`config.mk`:
```
export PLATFORM = sky130hd
export DESIGN_NAME = rv32i_mmio_timer
export DESIGN_NICKNAME = d
export VERILOG_FILES = /design/src/rtl/rv32i_mmio_pkg.sv /design/src/rtl/rv32i_prescaler.sv /design/src/rtl/rv32i_mmio_timer.sv
export SDC_FILE = /design/constraint.sdc
export NUM_CORES = 1
export LEC_CHECK = 0
export ABC_AREA = 1
export CORE_MARGIN = 1.5
export CORE_UTILIZATION = 58
export DETAILED_ROUTE_END_ITERATION = 7
export GPL_ROUTABILITY_DRIVEN = 0
export PLACE_DENSITY_LB_ADDON = 0.25
export REMOVE_ABC_BUFFERS = 1
export SLEW_MARGIN = 20
export SYNTH_ARGS = -nofsm -noshare
export SYNTH_HDL_FRONTEND = slang
export SYNTH_SLANG_ARGS = --single-unit
```
`constraint.sdc`:
```
create_clock -name clk -period 3.45 [get_ports clk]
set_input_delay 0.345 -clock clk [delete_from_list [all_inputs] [get_ports clk]]
set_output_delay 0.345 -clock clk [all_outputs]
set_load 0.01 [all_outputs]
```
`src/rtl/rv32i_mmio_pkg.sv`:
```
// Shared definitions for the RV32I data-port MMIO timer.
// Holds the timer register offsets inside the 4 KiB MMIO window,
// the CTRL bit positions and a packed view of the CTRL register.
package rv32i_mmio_pkg;

    localparam logic [11:0] CTRL_OFS     = 12'h000;
    localparam logic [11:0] PRESCALE_OFS = 12'h004;
    localparam logic [11:0] COUNT_OFS    = 12'h008;
    localparam logic [11:0] COMPARE_OFS  = 12'h00C;
    localparam logic [11:0] STATUS_OFS   = 12'h010;

    localparam int CTRL_EN_BIT          = 0;
    localparam int CTRL_AUTO_RELOAD_BIT = 1;
    localparam int CTRL_IRQ_EN_BIT      = 2;

    // Field order matches the bit positions above (irq_en is bit 2).
    typedef struct packed {
        logic irq_en;
        logic auto_reload;
        logic en;
    } ctrl_t;

endpackage

```
`src/rtl/rv32i_prescaler.sv`:
```
// Prescaler for the MMIO timer.
// Ports:
//   clk        system clock
//   rst_n      asynchronous active-low reset
//   en_i       timer enable; while low the counter is held at 0
//   prescale_i terminal value; a tick fires every prescale_i+1 cycles
//   load_i     PRESCALE register write; restarts the count at 0
//   tick_o     one-cycle pulse when the internal count hits prescale_i
module rv32i_prescaler #(
    parameter int PRESCALE_W = 16
) (
    input  logic                  clk,
    input  logic                  rst_n,
    input  logic                  en_i,
    input  logic [PRESCALE_W-1:0] prescale_i,
    input  logic                  load_i,
    output logic                  tick_o
);

    localparam logic [PRESCALE_W-1:0] PCNT_ONE = PRESCALE_W'(1);

    logic [PRESCALE_W-1:0] pcnt_q;
    logic [PRESCALE_W-1:0] pcnt_d;

    // Tick compares against the current PRESCALE value, so a PRESCALE
    // write in a tick cycle still lets that tick through.
    assign tick_o = en_i && (pcnt_q == prescale_i);

    always_comb begin
        pcnt_d = pcnt_q + PCNT_ONE;
        if (load_i || !en_i || tick_o) begin
            pcnt_d = '0;
        end
    end

    always_ff @(posedge clk or negedge rst_n) begin
        if (!rst_n) begin
            pcnt_q <= '0;
        end else begin
            pcnt_q <= pcnt_d;
        end
    end

endmodule

```
`src/rtl/rv32i_mmio_timer.sv`:
```
// Data-port address decoder with a memory-mapped prescaled 32-bit timer.
// Sits between a single-cycle RV32I core and its data RAM: accesses inside
// the 4 KiB window at BASE_ADDR go to the timer registers, everything else
// goes to the RAM. Load data is returned combinationally (no stall path).
// Ports:
//   clk        system clock
//   rst_n      asynchronous active-low reset
//   addr       data address from the core
//   wdata      store data from the core
//   we         store strobe from the core
//   ram_rdata  read data from the data RAM
//   ram_we     store strobe to the data RAM (suppressed inside the window)
//   rdata      load data to the core
//   irq        level-sensitive timer interrupt (MATCH & IRQ_EN)
module rv32i_mmio_timer
    import rv32i_mmio_pkg::*;
#(
    parameter logic [31:0] BASE_ADDR  = 32'hFFFF_0000,
    parameter int          PRESCALE_W = 16
) (
    input  logic        clk,
    input  logic        rst_n,
    input  logic [31:0] addr,
    input  logic [31:0] wdata,
    input  logic        we,
    input  logic [31:0] ram_rdata,
    output logic        ram_we,
    output logic [31:0] rdata,
    output logic        irq
);

    logic        sel;
    logic [11:0] ofs;
    logic        wr_ctrl, wr_prescale, wr_count, wr_compare, wr_status;
    logic        tick;

    ctrl_t                 ctrl_q,     ctrl_d;
    logic [PRESCALE_W-1:0] prescale_q, prescale_d;
    logic [31:0]           count_q,    count_d;
    logic [31:0]           compare_q,  compare_d;
    logic                  match_q,    match_d;

    logic [31:0] mmio_rdata;
    logic [31:0] prescale_ext;

    // ---------------- address decode ----------------
    assign sel = (addr[31:12] == BASE_ADDR[31:12]);
    assign ofs = addr[11:0];

    assign ram_we = we & ~sel;

    // Only exact word offsets decode; unaligned offsets fall through.
    assign wr_ctrl     = sel && we && (ofs == CTRL_OFS);
    assign wr_prescale = sel && we && (ofs == PRESCALE_OFS);
    assign wr_count    = sel && we && (ofs == COUNT_OFS);
    assign wr_compare  = sel && we && (ofs == COMPARE_OFS);
    assign wr_status   = sel && we && (ofs == STATUS_OFS);

    // ---------------- read path ----------------
    always_comb begin
        prescale_ext                   = '0;
        prescale_ext[PRESCALE_W-1:0]   = prescale_q;
    end

    always_comb begin
        mmio_rdata = '0;
        case (ofs)
            CTRL_OFS:     mmio_rdata = {29'd0, ctrl_q};
            PRESCALE_OFS: mmio_rdata = prescale_ext;
            COUNT_OFS:    mmio_rdata = count_q;
            COMPARE_OFS:  mmio_rdata = compare_q;
            STATUS_OFS:   mmio_rdata = {31'd0, match_q};
            default:      mmio_rdata = '0;
        endcase
    end

    assign rdata = sel ? mmio_rdata : ram_rdata;

    // ---------------- prescaler ----------------
    rv32i_prescaler #(
        .PRESCALE_W (PRESCALE_W)
    ) u_prescaler (
        .clk        (clk),
        .rst_n      (rst_n),
        .en_i       (ctrl_q.en),
        .prescale_i (prescale_q),
        .load_i     (wr_prescale),
        .tick_o     (tick)
    );

    // ---------------- register / counter next state ----------------
    always_comb begin
        ctrl_d     = ctrl_q;
        prescale_d = prescale_q;
        count_d    = count_q;
        compare_d  = compare_q;
        match_d    = match_q;

        // W1C first so that a match in the same cycle overrides it.
        if (wr_status && wdata[0]) begin
            match_d = 1'b0;
        end

        // Match check uses the pre-write COUNT; the COUNT write below wins.
        if (tick) begin
            if (count_q == compare_q) begin
                match_d = 1'b1;
                count_d = ctrl_q.auto_reload ? 32'd0 : count_q + 32'd1;
            end else begin
                count_d = count_q + 32'd1;
            end
        end

        if (wr_count) begin
            count_d = wdata;
        end
        if (wr_ctrl) begin
            ctrl_d.en          = wdata[CTRL_EN_BIT];
            ctrl_d.auto_reload = wdata[CTRL_AUTO_RELOAD_BIT];
            ctrl_d.irq_en      = wdata[CTRL_IRQ_EN_BIT];
        end
        if (wr_prescale) begin
            prescale_d = wdata[PRESCALE_W-1:0];
        end
        if (wr_compare) begin
            compare_d = wdata;
        end
    end

    always_ff @(posedge clk or negedge rst_n) begin
        if (!rst_n) begin
            ctrl_q     <= '0;
            prescale_q <= '0;
            count_q    <= '0;
            compare_q  <= 32'hFFFF_FFFF;
            match_q    <= 1'b0;
        end else begin
            ctrl_q     <= ctrl_d;
            prescale_q <= prescale_d;
            count_q    <= count_d;
            compare_q  <= compare_d;
            match_q    <= match_d;
        end
    end

    assign irq = match_q & ctrl_q.irq_en;

endmodule

```
# After elaboration in Yosys (flattened, before gate mapping)
# Index checks and enable logic that the tools add are counted.
# classes
n_addsub	2
mul	0
div_mod_pow	0
order_cmp	0
n_eq_ne	7
shifts	0
n_mux	10
bitwise_logic	3
reduce_logical	13
# op_table
op	count
$mux 32	5
$pmux 32 s5	1
$add 32x1->32 const B	1
$eq 32x32->1	1
$eq 12x4->1 const B	2
$eq 20x20->1 const B	1
$add 16x1->16 const B	1
$eq 16x16->1	1
$mux 16	1
$eq 12x3->1 const B	1
$eq 12x5->1 const B	1
$logic_not 12->1	1
$logic_and 1x1->1	8
$mux 1	3
$and 1x1->1	2
$logic_or 1x1->1	2
$reduce_bool 2->1	1
$logic_not 1->1	1
$not 1->1	1
# word_totals
reg_bits	100
latch_bits	0
ram_bits	0
romBits	0
input_bits	99
out_inout_bits	34
memories	0

# Logic depth before layout (Yosys ltp)
# logic_depth
depth_word	7
mapped_depth	13
depth_no_buf	12

# Modules after synthesis
# From an unflattened synthesis, not the netlist that was laid out.
# unflattened
cells_unflattened	1201
area_unflattened_um2	7542.2
# modules_own_cells
mod	instances	cells_per_inst	area_per_inst_um2	seq_area_each_um2
rv32i_mmio_timer	1	1013	6284.8	2142.1
rv32i_prescaler	1	188	1257.5	400.4

# Worst setup path before layout
# No wires, ideal clock.
# synth_path
path_kind	input to output
start	in addr[1]
end	out rdata[21]
t_arrival_ps	1559
required_ps	3105
path_slack_ps	1546
path_stages	8
cell_sequence	nor2_1 > inv_1 > nor4_2 > nand2_2 > buf_2 > o22ai_1 > nand2_1 > nand2_1
# synth_via
elab_chain_len	3
elab_cells_between_ends	7
classes_between	eq/ne (4); mux (2); reduce/logical (1)
# synth_lines
element	line_no	source
start, declared	rv32i_mmio_timer.sv:23	input logic [31:0] addr,
$eq 12x5->1, or another cell as far along	rv32i_mmio_timer.sv:67	case (ofs)
$pmux 32 s5 *	rv32i_mmio_timer.sv:67	
$mux 32 *	rv32i_mmio_timer.sv:77	assign rdata = sel ? mmio_rdata : ram_rdata;
end, declared	rv32i_mmio_timer.sv:28	output logic [31:0] rdata,
# Mark *: on every way between the ends. The rest lies on a longest branch, timed or not.

# Worst setup path after layout
# layout_path
start	in addr[1]
end	out rdata[10]
# Same word-level chain as after synthesis.

==> summary.txt <==
Status
  • Status: complete, no violations

Placed design
  • Number of I/O port buffers: 132
  • Placed cells: 1,472
  • Dpl hpwl: 16,500 um

CTS
  • TritonCTS buffer count: 9
  • CTS sink cnt: 100
  • Clk pin slew, worst setup/hold paths: 0.07 ns
  • Post-CTS sizing: 0
  • Root Buffer: clkbuf_16
  • Setup Buffers After CTS: 0
  • Skew-Pair Late Insertion Delay: 0.36 ns
  • Cts-stage hold buffer count: 0
  • H-tree depth: 3
  • CTS tree: done
  • Clock Path Buffers: 2

GRT
  • Initial antenna violation count: 0
  • GR peak layer: met2
  • Largest net degree at the start of global routing: 54
  • Met1 global-route usage: 46.8%
  • Vias in the first global route: 7,756
  • GR met3 Demand/Resource: 4.65%
  • Remaining Overflow, GRT: 0
  • Met2 Usage GRT: 56.0%
  • First-pass GRT wire length: 36,700 um
  • GRT Total Usage: 34.9%

Floorplan
  • Row count: 41
  • Total I/O pin count: 133
  • Core area: 12,600 sq um
  • Starting Density: 59.0%
  • Die outline height: 116 um
  • DIE WIDTH: 116 um
  • Die area: 13,500 sq um

Logic synthesis
  • Post-synth cell types: 34
  • Leading area contributor after synthesis: nand2_1
  • #FFs+latches synth: 100
  • Ranking of synthesized cells by area: nand2_1 24%, dfrtp_1 23%, dfstp_2 11%, inv_1 8.7%, nand3_1 6.3%
  • Register area share after synthesis: 34.3%
  • Netlist Area Pre-Place: 7410 sq um
  • Main synth FF type: dfrtp_1
  • Top post-synthesis cells by count: 473 x nand2_1, 171 x inv_1, 93 x nand3_1, 90 x nor2_1, 68 x dfrtp_1
  • Yosys warnings: 0
  • Gate Count Post-Synth: 1,197
  • Yosys top cell area share: 24.0%
  • Mean Syn Cell Area: 6.19 sq um
  • EDFF count, synth: 0
  • Async SR Flop Fraction: 100%
  • Most numerous cell in the Yosys netlist: nand2_1

Timing
  • F_max: 324 MHz
  • Slew headroom: 52.6%
  • Clock Skew: 0.00964 ns
  • Final setup fails: 0
  • Max-slew violations: 0
  • Fin crit period: 3.09 ns
  • RSZ-0062 raised after global routing: false
  • Final hold viol count: 0
  • Worst-margin pin slew: 0.710 ns
  • Crit share post-route: 89.5%

Hold path
  • Worst min path class: in -> async

Drt
  • Routed length per placed instance: 15.0 um
  • Drt first pass iters: 5
  • Drt drc: 0
  • DR vias/cell: 5.50
  • Initial drt markers: 762
  • Via count: 8,182
  • Final WL: 22,400 um
  • Post-route ant nets: 0

Pwr
  • Power Total: 2.41 mW
  • PwrDens: 264 nW/um^2
  • Leakage: 4.28 nW
  • Maximum VDD drop: 0.000184 V

Layout
  • Fin cells: 1,488
  • Syn-to-layout area delta: 23.5%
  • Antenna diodes: 0
  • Layout Nets: 1,412
  • Final Core Density: 72.8%
  • Layout cells sized above 1: 6.84%

Worst setup path
  • Setup crit start kind: input port
  • Crit path max fanout: 19
  • Crit. End Element: primary output
  • WP data arrival: 2.74 ns
  • Critical Path RT: 3.11 ns
  • Setup CP Type: in -> out

Job
  • Max-Cap Viols: 0
registers in the layout, summed over array words and instances, names as in the netlist:
signal	flops
compare_q	32
count_q	32
ctrl_q	3
match_q	1
prescale_q	16
u_prescaler.pcnt_q	16
placed cells by master (no fill, tap or decap), drive strengths merged, types with 9 or more instances in the layout:
master / instances
o21ai: 63
nand2: 477
o22ai: 20
xnor2: 21
clkdlybuf4s50: 131
nand3: 95
clkbuf: 9
inv: 176
nor3: 35
dfrtp: 68
nor2: 95
xor2: 16
nand4: 42
buf: 20
dfstp: 32
metal layers:
layer / vias to the layer above / part of all wire [%]
li1: 3970 / -
met1: 3723 / 42
met4: 0 / 4.2
met2: 411 / 45
met5: - / 0
met3: 78 / 8.4
worst paths after layout:
check | to | startpoint | cells after the start | slack, ns
max | rdata[10] | addr[1] | 9 | 0.36
min | u_prescaler.pcnt_q[9] | rst_n | 1 | 0.02
max reg2reg | count_q[18] | u_prescaler.pcnt_q[8] | 10 | 1.19
min reg2reg | compare_q[25] | compare_q[25] | 2 | 0.47
max in group asynchronous | compare_q[4] | rst_n | 2 | 2.54
min in group clk | compare_q[25] | compare_q[25] | 2 | 0.47
kinds of logic (layout without fill, tap and decap cells):
group / after synthesis / after routing / synth area share, %
fa+ha+maj: 2 / 2 / 0.338
xor+xnor: 37 / 37 / 4.37
simple gates: 747 / 747 / 42.5
buf+inv: 221 / 340 / 11.8
compound gates: 90 / 90 / 6.72
flops: 100 / 100 / 34.3
power breakdown:
part | leakage, nW | internal (mW) | switching (mW)
clock | 0.142 | 0.500 | 0.496
sequential | 1.28 | 1.17 | 0.0000000167
combinational | 2.87 | 0.146 | 0.0974
total | 4.28 | 1.82 | 0.594
critical path, cell delays in order:
cell             delay, ns
clkdlybuf4s50_1       0.40
nor2_1                0.24
inv_1                 0.15
nor4_2                0.31
nand2_2               0.35
nor2_1                0.18
o21ai_0               0.12
nand2_1               0.09
clkdlybuf4s50_1       0.53
final cells by class:
cell class / count / area [sq um]
Sequential cell: 100 / 2540
Fill cell: 1052 / 3410
Clock inverter: 7 / 56.3
Timing Repair Buffer: 151 / 1460
Tap cell: 172 / 215
Clock buffer: 9 / 225
Inverter: 173 / 649
Multi-Input combinational cell: 876 / 4010
through the flow:
stage	cell area [sq um]	worst slack (ns)	setup TNS, ns	hold slack, ns
after global routing	9160	0.124	0	0.0746
after global placement	8870	0.350	0	0.431
after floorplan	7190	-0.0127	-0.382	0.0494
final	9160	0.364	0	0.0192
after CTS	9160	0.379	0	0.0495
after detailed placement	8870	0.285	0	0.430
Note: power is estimated with default switching activity, not from simulation.
==> patch 1, RTL diff (config.mk and constraints unchanged) <==
Reset style: synchronous (`rst_n`), changed in 2 clocked blocks. Comments in the files are not updated.
--- a/src/rtl/rv32i_prescaler.sv
+++ b/src/rtl/rv32i_prescaler.sv
@@ -35,3 +35,3 @@
 
-    always_ff @(posedge clk or negedge rst_n) begin
+    always_ff @(posedge clk) begin
         if (!rst_n) begin
--- a/src/rtl/rv32i_mmio_timer.sv
+++ b/src/rtl/rv32i_mmio_timer.sv
@@ -129,3 +129,3 @@
 
-    always_ff @(posedge clk or negedge rst_n) begin
+    always_ff @(posedge clk) begin
         if (!rst_n) begin
Function: differs if rst_n is asserted again (counterexample within 4 cycles, from zero or initial values and one cycle with rst_n low); with rst_n held inactive, the same outputs for 4 cycles.
==> patch 1 against the original RTL <==
Critical path depth increased by 3. Routed wire length fell by 5.7%. Critical path type unchanged. Highest routed layer unchanged. Synthesized area shrank 4.8%. First-iteration DRC count is 6.7% lower. Sequential cell count unchanged. Register-to-register slack better by 0.18 ns. Setup slack improved by 0.079 ns. Design area decreased by 4.8%. Total power up 5.0%.
==> patch 1: results (changes against the original RTL) <==
stage	metric	value	unit	change
sta	final hold slack	0.393	ns	+0.374 ns
layout	fin nets	1386		-1.8%
placed_design	Final HPWL DP	15300	um	-7.7%
drt	DR iter-0 viols	711		-6.7%
synthesis	cell count after synthesis	1183		-1.2%
clocking	clock root cell	clkbuf_16		
pwr	leak pwr	3.64	nW	-15%
synthesis	Unique masters post-synth	40		+18%
global_routing	Total GRT Usage	0.333		-0.0155
critical_path	R2R Setup Slk	1.37	ns	+0.18 ns
synthesis	Commonest cells post-synth	nand2_1 (385), inv_1 (156), dfxtp_1 (100), nand3_1 (89), nor2_1 (89)		
critical_path	worst flop-to-flop path startpoint	u_prescaler.pcnt_q[10]$_SDFF_PP0_		
critical_path	reg2reg path depth	11		+1
hold_path	Hold Crit Class	in2reg		
critical_path	CP Capture Point	rdata[30]		
sta	Worst-Margin Slew	0.625	ns	-0.0856 ns
synthesis	Async SR Flop Fraction	0		-1.00
sta	Setup Skew	0.00861	ns	-0.00103 ns
synthesis	Synth Flop Type	dfxtp_1		
layout	layout cells sized above 1	0.0496		-0.0188
hold_path	Hold Path Origin	rst_n		
critical_path	beginning of the critical path	addr[7]		
global_routing	largest net degree at the start of global routing	49		-9.3%
layout	Largest regs	compare_q (32), count_q (32)		
global_routing	number of global-route vias before repair	7164		-7.6%
pwr	Worst VDD drop	0.000272	V	+48%
synthesis	post-synthesis sequential area ratio	0.284		-0.0594
global_routing	first-pass GRT wire length	34300	um	-6.6%
drt	vias	7934		-3.0%
run_status	status	completed		
drt	Vias per Instance	5.52		+0.41%
critical_path	CP Max Fanout	22		+3
drt	WL/cell	14.7	um	-2.4%
critical_path	WP data arrival	2.66	ns	-0.08 ns
patch 1: cell count changes in the layout (fill, tap and decap cells not counted), sizes merged, moves of 18 or more:
cell / unedited run / this run
a21oi: 4 / 69
dfrtp: 68 / 0
dfstp: 32 / 0
dfxtp: 0 / 100
nand2: 477 / 388
o211ai: 0 / 18
patch 1: stage by stage:
stage | total power, W | setup slack [ns]
6_report | 0.00253 | 0.443
5_1_grt | 0.00260 | 0.310
4_1_cts | 0.00254 | 0.483
3_5_place_dp | 0.00141 | 0.494
3_3_place_gp | 0.00141 | 0.532
2_1_floorplan | 0.00123 | 0.750
patch 1: cell families (layout without fill, tap and decap cells):
kind of cell               count (synthesis)  after routing  share of synthesized area
AOI/OAI and AO/OA                        164            164                      0.130
xor gates and xnor gates                  44             44                     0.0546
adders and majority gates                  2              2                    0.00354
buffers and inverters                    221            328                      0.130
DFF                                      100            100                      0.284
and+or+nand+nor                          652            652                      0.398
patch 1: final cells by class:
cell class,count,area [um^2]
inverter,167,628
fill,1018,3250
sequential,100,2000
clock buffer,10,239
multi-input combinational,862,4140
clock inverter,6,95.1
timing repair buffer,145,1430
tap,147,184
patch 1: critical path, delay by kind of cell:
family          cells  cell delay [ns]
compound gates      1             0.09
buf+inv             4             1.38
simple gates        7             0.84
patch 1: report_power, final:
group          internal (W)  leakage [nW]      switching (W)
combinational      0.000147          2.67          0.0000882
clock              0.000664         0.164           0.000483
sequential          0.00115         0.806  0.000000000000390
patch 1: routing by layer:
layer	up-vias	wire length [um]	track usage
met3	41	1990	0.0664
li1	3982	-	-
met4	0	450	0.122
met5	-	0	0
met2	404	9550	0.544
met1	3507	9090	0.439
==> patch 2, RTL diff (same settings) <==
Without the edit above. The package constant `COUNT_OFS` goes from 12'h008 to 12'h004.
--- a/src/rtl/rv32i_mmio_pkg.sv
+++ b/src/rtl/rv32i_mmio_pkg.sv
@@ -7,3 +7,3 @@
     localparam logic [11:0] PRESCALE_OFS = 12'h004;
-    localparam logic [11:0] COUNT_OFS    = 12'h008;
+    localparam logic [11:0] COUNT_OFS    = 12'h004;
     localparam logic [11:0] COMPARE_OFS  = 12'h00C;
Behaviour: not the same (a bounded check fails within 4 cycles, from zero or initial values and one cycle with rst_n low).
==> patch 2 against the original RTL <==
Setup slack worse by 0.049 ns. Via count is 6.9% lower. Total power is 0.61% higher. Routed wire length is 7.9% lower. Synthesized area is 4.4% lower. Core utilization is 0.69 points higher. Critical path depth is 1 higher. Critical path type unchanged. Die area is 4.3% lower. Sequential cell count stayed put. Design area is 3.9% lower.
==> patch 2: results (changes against the original RTL) <==
stage	metric	value	unit	change
synthesis	Synth Flop Type	dfrtp_1		
critical_path	reg2reg path depth	10		unchanged
synthesis	XOR/XNOR Fraction of Synth Area	0.0544		+0.0107
clocking	clock buffer depth	2		unchanged
clocking	clock root cell	clkbuf_16		
clocking	post-CTS setup buffers	0		unchanged
synthesis	Async SR Flop Fraction	1.00		unchanged
critical_path	worst flop-to-flop path startpoint	u_prescaler.pcnt_q[7]$_DFF_PN0_		
global_routing	largest net degree at the start of global routing	60		+11%
pwr	leak pwr	4.26	nW	-0.52%
clocking	Resize count post-CTS	0		unchanged
synthesis	Synth Area in Compound Gates	0.0397		-0.0275
layout	fin nets	1324		-6.2%
placed_design	Final HPWL DP	15200	um	-8.1%
synthesis	mux contribution to synthesized area	0		unchanged
layout	layout cells sized above 1	0.0717		+0.00327
clocking	CTS clock-pin slew for the worst setup and hold paths	0.07	ns	about the same
layout	Antenna Diode Count	0		unchanged
layout	Largest regs	compare_q (32), count_q (32)		
global_routing	Total GRT Usage	0.330		-0.0185
critical_path	RR Endpoint	u_prescaler.pcnt_q[3]$_DFF_PN0_		
synthesis	cell area after synthesis	7090	um^2	-4.4%
synthesis	number of synthesis warnings	0		unchanged
pwr	Worst VDD drop	0.000194	V	+5.4%
placed_design	Placed Area	8510	um^2	-4.1%
sta	final hold slack	0.0644	ns	+0.0452 ns
critical_path	Worst path slowest cell	clkinv_1		
hold_path	Hold Crit Class	in2async		
synthesis	Area contributors post-synth	dfrtp_1 (24%), nand2_1 (24%), dfstp_2 (12%)		
critical_path	WP data arrival	2.79	ns	+0.05 ns
synthesis	Commonest cells post-synth	nand2_1 (446), inv_1 (117), nand3_1 (117), nor2_1 (83), dfrtp_1 (68)		
pwr	internal power	0.00190	W	+4.4%
critical_path	delay of the slowest cell on the worst path	0.50	ns	-0.03 ns
sta	Setup Skew	0.0117	ns	+0.00202 ns
sta	Slew headroom	0.478		-0.0488
drt	DR iter-0 viols	675		-11%
clocking	H-tree Lvls	3		unchanged
clocking	Clock Latency Late Sink	0.36	ns	about the same
global_routing	number of global-route vias before repair	7106		-8.4%
placed_design	port bufs	132		unchanged
drt	WL/cell	15.0	um	-0.32%
run_status	status	completed		
global_routing	first-pass GRT wire length	33900	um	-7.8%
synthesis	Post-Synth Adder-Cell Area	0.00353		+0.000155
critical_path	R2R Setup Slk	1.38	ns	+0.19 ns
critical_path	CP Max Fanout	18		-1
drt	drt first pass iters	5		unchanged
synthesis	post-synthesis sequential area ratio	0.359		+0.0157
synthesis	Unique masters post-synth	32		-5.9%
global_routing	initial antenna violation count	0		unchanged
drt	vias	7621		-6.9%
## patch 2: per-layer routing
metal | GRT usage | up-vias | share of wire
li1 | - | 3718 | -
met1 | 0.461 | 3498 | 0.44
met2 | 0.528 | 365 | 0.45
met3 | 0.0457 | 40 | 0.083
met4 | 0.122 | 0 | 0.026
met5 | 0 | - | 0
## patch 2: logic make-up (layout without fill, tap and decap cells)
| logic type | after synthesis | count (layout) |
|---|---|---|
| xor+xnor | 44 | 44 |
| flops | 100 | 100 |
| buf+inv | 170 | 293 |
| compound gates | 54 | 54 |
| fa+ha+maj | 2 | 2 |
| simple gates | 735 | 735 |
## patch 2: worst max-delay path, delay by kind of cell
kind                   cells  cell delay, ns
AOI/OAI and AO/OA          1            0.42
buffers and inverters      4            1.53
and+or+nand+nor            5            0.49
## patch 2: worst max-delay path by stage
| stage | startpoint | endpoint | slack, ns | cells after the start |
|---|---|---|---|---|
| finish | addr[9] | rdata[8] | 0.31 | 10 |
| global route | addr[1] | rdata[1] | 0.1 | 9 |
| CTS | addr[1] | rdata[1] | 0.35 | 9 |
| detailed placement | addr[13] | rdata[26] | 0.37 | 9 |
| global placement | addr[13] | rdata[17] | 0.44 | 9 |
| floorplan | addr[15] | compare_q[0]$_DFFE_PN1P_ | 0.56 | 7 |
## patch 2: cell type report
type / count / area [um^2]
repair buffers: 150 / 1450
well taps: 147 / 184
multi-input cells: 835 / 3850
clock inverters: 3 / 40.0
flip-flops and latches: 100 / 2540
inverters: 127 / 477
fillers: 1027 / 3170
clock buffers: 13 / 250
## patch 2: through the flow
| step | worst slack [ns] | util | power [W] | instances |
|---|---|---|---|---|
| 2_1_floorplan | 0.557 | - | 0.00124 | 1062 |
| 3_3_place_gp | 0.438 | 0.711 | 0.00142 | 1359 |
| 3_5_place_dp | 0.369 | 0.711 | 0.00142 | 1359 |
| 4_1_cts | 0.348 | 0.735 | 0.00243 | 1375 |
| 5_1_grt | 0.0997 | 0.735 | 0.00249 | 1375 |
| 6_report | 0.314 | 0.735 | 0.00243 | 1375 |
## patch 2: power groups by stage
stage / registers [W] / logic [W] / clock network (W)
2_1_floorplan: 0.00120 / 0.0000417 / 0
3_3_place_gp: 0.00119 / 0.000228 / 0
3_5_place_dp: 0.00119 / 0.000230 / 0
4_1_cts: 0.00117 / 0.000231 / 0.00102
5_1_grt: 0.00117 / 0.000249 / 0.00107
6_report: 0.00117 / 0.000230 / 0.00102
